--- config.mk ---
export PLATFORM = sky130hd
export DESIGN_NAME = cmd_run_ctrl
export DESIGN_NICKNAME = d
export VERILOG_FILES = /design/src/rtl/cmd_run_ctrl_pkg.sv /design/src/rtl/cmd_run_ctrl_hex_ascii_dec.sv /design/src/rtl/cmd_run_ctrl.sv
export SDC_FILE = /design/constraint.sdc
export NUM_CORES = 1
export LEC_CHECK = 0
export CAP_MARGIN = 10
export CORE_ASPECT_RATIO = 1.2
export CORE_MARGIN = 4
export CORE_UTILIZATION = 50
export CTS_BUF_LIST = sky130_fd_sc_hd__clkbuf_8
export DETAILED_ROUTE_END_ITERATION = 8
export PLACE_DENSITY = 0.79
export SYNTH_ARGS = -nofsm -noshare
export SYNTH_HDL_FRONTEND = slang
export SYNTH_SLANG_ARGS = --single-unit
--- constraint.sdc ---
create_clock -name clk -period 1.9 [get_ports clk]
set_clock_uncertainty 0.05 [all_clocks]
set_input_delay 0.19 -clock clk [delete_from_list [all_inputs] [get_ports clk]]
set_output_delay 0.19 -clock clk [all_outputs]
set_load 0.1 [all_outputs]
--- src/rtl/cmd_run_ctrl_pkg.sv ---
// Shared constants for the command-run controller, UART and status blocks:
// controller state encoding, ASCII command characters, default response bytes.
package cmd_run_ctrl_pkg;

  typedef enum logic [2:0] {
    IDLE,
    GADR,
    GEND,
    QEND,
    ERR,
    RESP
  } run_state_t;

  localparam logic [7:0] CHR_CR   = 8'h0D;
  localparam logic [7:0] CHR_LF   = 8'h0A;
  localparam logic [7:0] CHR_G_LO = 8'h67;
  localparam logic [7:0] CHR_G_UP = 8'h47;
  localparam logic [7:0] CHR_Q_LO = 8'h71;
  localparam logic [7:0] CHR_Q_UP = 8'h51;

  localparam logic [7:0] ACK_CHR_DEF = 8'h4B;
  localparam logic [7:0] NAK_CHR_DEF = 8'h3F;

  localparam logic [3:0] ADR_DIGITS = 4'd8;

endpackage

--- src/rtl/cmd_run_ctrl_hex_ascii_dec.sv ---
// Combinational ASCII hex digit decoder: 0-9, a-f, A-F to a nibble.
module hex_ascii_dec (
  input  logic [7:0] chr,
  output logic [3:0] nibble,
  output logic       is_hex
);

  always_comb begin
    nibble = '0;
    is_hex = 1'b0;
    if (chr >= 8'h30 && chr <= 8'h39) begin
      nibble = chr[3:0];
      is_hex = 1'b1;
    end else if ((chr >= 8'h61 && chr <= 8'h66) || (chr >= 8'h41 && chr <= 8'h46)) begin
      // low nibble of 'a'/'A' is 1, so +9 maps it to 10
      nibble = chr[3:0] + 4'd9;
      is_hex = 1'b1;
    end
  end

endmodule

--- src/rtl/cmd_run_ctrl.sv ---
// Parses "g<8 hex digits>CR" (start CPU) and "qCR" (quit) from the UART byte
// stream, pulses the status block and returns a one-byte ACK/NAK response.
module cmd_run_ctrl
  import cmd_run_ctrl_pkg::*;
#(
  parameter logic [7:0] ACK_CHR = ACK_CHR_DEF,
  parameter logic [7:0] NAK_CHR = NAK_CHR_DEF
) (
  input  logic        clk,
  input  logic        rst_n,
  input  logic [7:0]  rx_data,
  input  logic        rx_vld,
  input  logic        cpu_running,
  output logic        cpu_start,
  output logic [29:0] start_adr,
  output logic        quit_cmd,
  output logic [7:0]  tx_data,
  output logic        tx_req,
  input  logic        tx_ack
);

  run_state_t  state_q, state_d;
  logic [31:0] acc_q, acc_d;
  logic [3:0]  cnt_q, cnt_d;
  logic [29:0] adr_q, adr_d;
  logic        start_q, start_d;
  logic        quit_q, quit_d;
  logic        req_q, req_d;
  logic [7:0]  data_q, data_d;

  logic [3:0]  nibble;
  logic        is_hex;
  logic        is_cr;

  hex_ascii_dec u_hex_dec (
    .chr    (rx_data),
    .nibble (nibble),
    .is_hex (is_hex)
  );

  assign is_cr = (rx_data == CHR_CR);

  always_ff @(posedge clk or negedge rst_n) begin
    if (!rst_n) begin
      state_q <= IDLE;
      acc_q   <= '0;
      cnt_q   <= '0;
      adr_q   <= '0;
      start_q <= 1'b0;
      quit_q  <= 1'b0;
      req_q   <= 1'b0;
      data_q  <= '0;
    end else begin
      state_q <= state_d;
      acc_q   <= acc_d;
      cnt_q   <= cnt_d;
      adr_q   <= adr_d;
      start_q <= start_d;
      quit_q  <= quit_d;
      req_q   <= req_d;
      data_q  <= data_d;
    end
  end

  always_comb begin
    state_d = state_q;
    acc_d   = acc_q;
    cnt_d   = cnt_q;
    adr_d   = adr_q;
    start_d = 1'b0;
    quit_d  = 1'b0;
    req_d   = req_q;
    data_d  = data_q;
    case (state_q)
      IDLE: if (rx_vld) begin
        if (rx_data == CHR_G_LO || rx_data == CHR_G_UP) begin
          state_d = GADR;
          acc_d   = '0;
          cnt_d   = '0;
        end else if (rx_data == CHR_Q_LO || rx_data == CHR_Q_UP) begin
          state_d = QEND;
        end else if (!is_cr && rx_data != CHR_LF) begin
          state_d = ERR;
        end
      end
      GADR: if (rx_vld) begin
        if (is_hex) begin
          acc_d = {acc_q[27:0], nibble};
          cnt_d = cnt_q + 4'd1;
          if (cnt_q == ADR_DIGITS - 4'd1) state_d = GEND;
        end else if (is_cr) begin
          // early CR both errors and terminates, so answer NAK without waiting in ERR
          state_d = RESP;
          req_d   = 1'b1;
          data_d  = NAK_CHR;
        end else begin
          state_d = ERR;
        end
      end
      GEND: if (rx_vld) begin
        if (is_cr) begin
          state_d = RESP;
          req_d   = 1'b1;
          if (acc_q[1:0] == 2'b00 && !cpu_running) begin
            start_d = 1'b1;
            adr_d   = acc_q[31:2];
            data_d  = ACK_CHR;
          end else begin
            data_d  = NAK_CHR;
          end
        end else begin
          state_d = ERR;
        end
      end
      QEND: if (rx_vld) begin
        if (is_cr) begin
          state_d = RESP;
          quit_d  = 1'b1;
          req_d   = 1'b1;
          data_d  = ACK_CHR;
        end else begin
          state_d = ERR;
        end
      end
      ERR: if (rx_vld && is_cr) begin
        state_d = RESP;
        req_d   = 1'b1;
        data_d  = NAK_CHR;
      end
      RESP: if (tx_ack) begin
        state_d = IDLE;
        req_d   = 1'b0;
      end
      default: state_d = IDLE;
    endcase
  end

  assign cpu_start = start_q;
  assign quit_cmd  = quit_q;
  assign start_adr = adr_q;
  assign tx_req    = req_q;
  assign tx_data   = data_q;

endmodule

==> key figures, run 1 <==
Status
  – Status: finished clean

Layout
  – Diode count: 0
  – Most frequent cells in the layout: buf_4, dfrtp_1, mux2_4
  – Most common cell after layout, fill and taps aside: buf_4
  – Filler Cells Inserted: 483
  – Share of cells above drive strength 1: 44.7%
  – Final core utilization: 68.0%
  – Area grow syn2layout: 32.9%
  – Final #Nets: 370
  – Fin area: 0.00463 mm2

Timing
  – Final setup fails: 0
  – Tcrit/Tclk final: between 90 and 100%
  – Max-slew violation count: 0
  – Fmax: roughly 0.55 GHz
  – Final Hold Violating Endpoints: 0
  – Post-layout minimum cycle time: 1.83 ns
  – Final worst slack: 0.0690 ns
  – RSZ-0062 raised after global routing: no

Detailed routing
  – Via count: 2506
  – Iteration count of the initial detailed-routing pass: 4
  – Routed WL: 7780 um
  – Routed WL per cell: between 15 and 20 um
  – Vias per inst: 5.66
  – 1st-iter DRT viols: 156
  – Routed Antenna Nets: 0
  – DRC: 0

Placed design
  – # port buffers: 52
  – Detail Placement HPWL: 4970 um
  – Pre-CTS WS: -0.528 ns
  – GP Congestion: 0.827
  – Placement-stage cell area: 0.00420 mm2

Floorplan
  – Die Width: 84.2 um
  – Die area: 0.00837 mm2
  – # IOs: 54
  – Row cnt: 33
  – Starting density of the core: between 50% and 60%
  – Die height: 99.5 um
  – Core area: 0.00681 mm2

GRT
  – Largest net degree at the start of global routing: 40
  – Met3 usage: 4.39%
  – Vias in the first global route: 2544
  – Top Usage Layer GRT: met2
  – First-pass GRT wire length: 12700 um
  – Overflow after GRT: 0
  – Initial antenna violation count: 0
  – GRT Resource Usage Total: 19.1%
  – GRT met2 Usage: 32.7%
  – GR Util met1: 23.6%

Logic synthesis
  – Warning count from the yosys run: 0
  – Post-synth EDFFs: 0
  – Avg Inst Size Synth: 13.7 um2
  – Dominant synthesized flop cell: dfrtp_1
  – Seq/Total Area, Yosys: around 54%
  – Register bit total from synthesis: between 70 and 80
  – Post-synth ARST share: 100%
  – Cells after Synth: 255
  – Synthesized area: roughly 0.0035 mm2
  – Syn Nets: about 270
  – Unique masters post-synth: 53

Critical path
  – R2r worst-path depth: 5
  – R2R Path Start: acc_q[1]
  – Critical path class: flip-flop to flip-flop
  – CP Launch Type: flip-flop
  – R2r setup slk: 0.07 ns
  – Crit end category: flip-flop
  – Critical Path Fanout Max: 8
  – Reg2reg end: start_adr[24]
  – Critical Path RT: 2.07 ns
  – Crit path DAT: 2.00 ns

Clock network
  – H-tree levels: 3
  – TritonCTS Sinks: 75
  – Clock Path Buffers: 2
  – Clk Latency, worst-skew pair: 0.35 ns
  – Num CTS Buffers: 9
  – CTS root buf: clkbuf_8
  – Clk pin slew, worst setup/hold paths: 0.08 ns
  – TritonCTS clock tree: yes

Power
  – Leakage power: 2.27 nW
  – Worst VDD drop: 503 uV
  – Pwr per Cell Area: 825 mW/mm2

Flow run
  – Maxcap violations: 0

Worst hold path
  – Worst hold path class: input pin to async pin
-- metrics by stage --
stage | setup TNS (ns) | hold slack, ns | std cells | power [mW]
floorplan | 0 | -0.156 | 255 | 2.12
CTS | -0.398 | 0.299 | 441 | 3.79
detailed placement | -31.72 | 0.131 | 419 | 2.41
global placement | -26.14 | 0.122 | 419 | 2.39
global route | 0 | 0.343 | 443 | 3.96
finish | 0 | 0.292 | 443 | 3.82
-- per-layer routing --
layer  part of all wire (%)  wire [um]  vias up
li1                       -          -     1141
met5                      0          0        -
met2                     53       4120       76
met4                    2.0        153        0
met3                    4.4        339       16
met1                     41       3170     1273
-- state kept, by name, summed over array words and instances, names as in the netlist --
| register | count |
|---|---|
| state_q | 3 |
| quit_cmd | 1 |
| acc_q | 32 |
| cpu_start | 1 |
| tx_data | 3 |
| start_adr | 30 |
| tx_req | 1 |
| cnt_q | 4 |
-- critical path, stage by stage, from the launching register on --
cell     delay [ns]
dfrtp_1        0.39
or3_4          0.42
nor4_4         0.22
buf_6          0.18
buf_12         0.15
mux2_4         0.30
-- power breakdown --
| group | internal [mW] | leakage [nW] | switching [mW] |
|---|---|---|---|
| registers | 1.64 | 1.03 | 0.0472 |
| clock network | 0.775 | 0.109 | 0.596 |
| logic | 0.334 | 1.13 | 0.421 |
| total | 2.75 | 2.27 | 1.06 |
-- cell usage after synthesis, drive strengths merged, types with 2 or more instances --
| master | instances | share of area (%) |
|---|---|---|
| a21oi | 8 | 1.1 |
| a221o | 2 | 0.57 |
| a22o | 30 | 7.5 |
| a31oi | 2 | 0.36 |
| and2 | 3 | 0.61 |
| and3 | 3 | 0.54 |
| buf | 16 | 4.4 |
| clkbuf | 3 | 0.61 |
| dfrtp | 75 | 54 |
| ha | 5 | 1.8 |
| inv | 7 | 0.75 |
| mux2 | 33 | 14 |
| nand2 | 12 | 1.3 |
| nand3 | 3 | 0.43 |
| nand4bb | 2 | 0.65 |
| nor2 | 7 | 0.83 |
| nor3 | 5 | 0.72 |
| nor3b | 2 | 0.43 |
| nor4 | 2 | 1.2 |
| o21ai | 3 | 0.43 |
| o21bai | 2 | 0.43 |
| o31ai | 5 | 1.1 |
| or2 | 2 | 0.36 |
| or3 | 2 | 0.40 |
| xnor2 | 2 | 0.50 |
-- how the worst max path moves through the flow --
stage / cells past startpoint / slack (ns) / startpoint / to
3_3_place_gp: 8 / -0.43 / rx_data[1] / start_adr[29]
4_1_cts: 5 / -0.03 / acc_q[1] / start_adr[28]
3_5_place_dp: 8 / -0.53 / rx_data[1] / start_adr[29]
6_report: 5 / 0.07 / acc_q[1] / start_adr[24]
5_1_grt: 7 / 0.01 / rx_data[3] / cnt_q[0]
2_1_floorplan: 7 / 0.009 / rx_data[1] / start_adr[0]
-- cell families (layout without fill, tap and decap cells) --
logic type,Yosys count,in the layout,synth area share [%]
AO/OA/AOI/OAI,64,64,14.5
buffers and inverters,26,127,5.78
AND/OR/NAND/NOR,48,48,9.37
adder cells (fa/ha/maj),5,5,1.80
other,1,1,0.108
XOR/XNOR,2,2,0.503
flip-flops,75,75,53.9
multiplexers,34,34,14.1
-- layout make-up --
cell class                 instances  area, um2  share of cell area [%]
clock buffer                      10        138                    2.97
clock inverter                     5       85.1                    1.84
inverter                           7       26.3                   0.568
multi-input combinational        154       1460                    31.5
sequential                        75       1880                    40.5
tap                               87        109                    2.35
timing repair buffer             105        936                    20.2
-- repair_timing --
item	4_1_cts	5_1_grt
pin swaps	5	5
hold buffers	1	0
setup buffers	4	1
hold endpoints to repair	36	0
resized for setup	14	11
gates cloned	2	1
setup endpoints to repair	67	69
No activity file was read; power rests on OpenSTA's default activity.
==> run 2, diff against run 1 <==
CTS_BUF_LIST = sky130_fd_sc_hd__clkbuf_4 sky130_fd_sc_hd__clkbuf_8   (was sky130_fd_sc_hd__clkbuf_8)
CTS_CLUSTER_DIAMETER = 120   (was not set)
CTS_CLUSTER_SIZE = 25   (was not set)
==> results of run 2 <==
Final layout, timing and power as in run 1 (identical DEF).
==> run 3, diff against run 2 <==
ABC_AREA = 1   (was not set)
CORE_UTILIZATION = 51   (was 50)
PLACE_DENSITY = 0.8   (was 0.79)
SLEW_MARGIN = 10   (was not set)
==> key figures, run 3 <==
Timing
  – Fmax: ~0.59 GHz
  – Final Hold Violating Endpoints: 0
  – RSZ-0062 raised after global routing: no
  – Total Neg Setup Slack: 0 ns
  – Max-slew violation count: 0
  – Post-layout minimum cycle time: 1.70 ns
  – Tcrit/Tclk final: 89.4%
  – Final setup fails: 0

Detailed routing
  – Iteration count of the initial detailed-routing pass: 4
  – 1st-iter DRT viols: 130
  – Vias per inst: 4.91
  – Routed WL per cell: between 10 and 15 um
  – Routed WL: 6820 um
  – Routed Antenna Nets: 0
  – Via count: 2687
  – DRC: 0

Critical path
  – R2R Path Start: state_q[0]
  – CP Launch Type: flip-flop
  – Critical path class: flip-flop to flip-flop
  – Critical Path RT: 2.08 ns
  – Crit end category: flip-flop
  – Launch point of the worst path: state_q[0]
  – Critical Path Fanout Max: 6
  – Reg2reg end: acc_q[5]
  – R2r setup slk: 0.20 ns
  – R2r worst-path depth: 10
  – Crit path DAT: 1.88 ns

Clock network
  – TritonCTS Sinks: 75
  – Post-CTS Setup Bufs: 0
  – Cts repair resizes: 0
  – CTS root buf: clkbuf_8
  – Num CTS Buffers: 9
  – Clk Latency, worst-skew pair: between 0.3 and 0.4 ns
  – TritonCTS clock tree: yes
  – CTS hold repair buffers: 1
  – Clk pin slew, worst setup/hold paths: around 0.08 ns
  – Clock Path Buffers: 2
  – H-tree levels: 3

GRT
  – First-pass GRT wire length: 11500 um
  – Overflow after GRT: 0
  – Initial antenna violation count: 0
  – Vias in the first global route: around 2700
  – GRT Resource Usage Total: around 17%
  – Largest net degree at the start of global routing: 57

Floorplan
  – Starting density of the core: a little over half
  – Row cnt: 33
  – Die height: 100 um
  – # IOs: 54
  – Die area: approximately 0.0085 mm2
  – Core area: 0.00685 mm2
  – Die Width: roughly 85 um

Logic synthesis
  – Post-synth EDFFs: 0
  – Top cells by area, synth: dfrtp_1, nand2_1, o21ai_2
  – Synth cell count leaders: nand2_1, dfrtp_1, inv_1
  – Warning count from the yosys run: 0
  – Avg Inst Size Synth: approximately 9.3 um2
  – Register bit total from synthesis: 75
  – Most area-hungry cell type in the Yosys netlist: dfrtp_1
  – Synthesized area: around 0.0036 mm2
  – Cells after Synth: 388
  – Unique masters post-synth: 31
  – Yosys top cell area share: 51.8%
  – Seq/Total Area, Yosys: around 52%
  – Post-synth ARST share: 100%
  – Dominant synthesized flop cell: dfrtp_1
  – Syn Nets: 406
  – Most frequent cell after synthesis: nand2_1

Layout
  – Max reg flops: 32
  – Diode count: 0
  – Final #Nets: 473
  – Register Area: 0.00188 mm2
  – Most frequent cells in the layout: nand2_1, dfrtp_1, buf_4
  – Share of cells above drive strength 1: 30.7%
  – Fin area: around 0.0044 mm2
  – Most flop-heavy register: acc_q
  – Area used by multi-input combinational logic: 0.00139 mm2
  – Most common cell after layout, fill and taps aside: nand2_1
  – Filler Cells Inserted: about 600
  – Area grow syn2layout: 21.4%

Power
  – Reg power frac: 45.7%
  – Combinational Power Share: 24.8%
  – Worst VDD drop: 425 uV
  – Switching Share: between 30 and 40%
  – Leakage power: 2.13 nW
  – Pwr per Cell Area: 853 mW/mm2
  – Sw power: 1.29 mW
  – Design Power: between 3 and 4 mW
  – Pint: 2.45 mW
  – Clock network fraction of design power: between 20% and 30%

Flow run
  – Maxcap violations: 0

Worst hold path
  – Worst hold path class: input pin to async pin

Placed design
  – GP Congestion: 0.851
  – # port buffers: 52
  – Detail Placement HPWL: 5070 um
  – Placement-stage cell area: 0.00421 mm2

Status
  – Status: finished clean
==> run 3: final cells by class <==
cell class	count	share of cell area (%)
sequential	75	42.7
tap	87	2.48
multi-input combinational	245	31.5
clock inverter	6	0.911
inverter	51	4.36
clock buffer	10	3.13
timing repair buffer	73	14.9
==> run 3: worst max path at each step <==
stage          slack, ns  cells after the start    endpoint
2_1_floorplan       0.30                      1  tx_data[4]
6_report            0.20                     10    acc_q[5]
4_1_cts             0.19                     11   acc_q[15]
5_1_grt             0.07                      8   acc_q[21]
3_5_place_dp       -0.17                     11   acc_q[15]
3_3_place_gp       -0.10                     12  state_q[1]
==> run 3: per-layer routing <==
layer / global-route usage (%) / part of all wire (%) / wire length [um] / vias up
met3: 3.37 / 4.4 / 297 / 11
met4: 7.55 / 1.8 / 121 / 0
met5: 0 / 0 / 0 / -
li1: - / - / - / 1353
met1: 18.7 / 43 / 2900 / 1269
met2: 30.9 / 51 / 3500 / 54
==> run 3: critical path, cell delays in order, from the launching register on <==
cell and delay (ns):
dfrtp_1 0.46, nor2_2 0.17, inv_2 0.05, nor2_2 0.13, inv_1 0.09, nor2_2 0.19
nor2_4 0.06, nor2b_1 0.13, buf_4 0.14, nand2_1 0.05, o21ai_0 0.07
==> run 3: logic make-up (layout without fill, tap and decap cells) <==
| family | count (synthesis) | after routing | synth area share, % |
|---|---|---|---|
| AND/OR/NAND/NOR | 161 | 161 | 20.6 |
| other | 1 | 1 | 0.104 |
| buffers and inverters | 68 | 140 | 9.85 |
| adder cells (fa/ha/maj) | 5 | 5 | 1.73 |
| AO/OA/AOI/OAI | 73 | 73 | 14.3 |
| flip-flops | 75 | 75 | 51.8 |
| XOR/XNOR | 4 | 4 | 0.968 |
| multiplexers | 1 | 1 | 0.622 |
==> run 3: power by group through the flow <==
stage / Combinational [mW] / Sequential (mW) / Clock [mW]
2_1_floorplan: 0.551 / 1.86 / 0
3_3_place_gp: 0.910 / 1.74 / 0
3_5_place_dp: 0.929 / 1.74 / 0
4_1_cts: 0.935 / 1.71 / 1.12
5_1_grt: 1.00 / 1.72 / 1.20
6_report: 0.928 / 1.71 / 1.10
==> run 3: through the flow <==
step	util (%)	setup slack [ns]	cells	hold WS, ns
2_1_floorplan	-	0.303	388	-0.156
3_3_place_gp	61.4	-0.102	530	0.0793
3_5_place_dp	61.4	-0.171	530	0.0803
4_1_cts	64.1	0.189	547	0.255
5_1_grt	64.1	0.0735	547	0.292
6_report	64.1	0.202	547	0.249
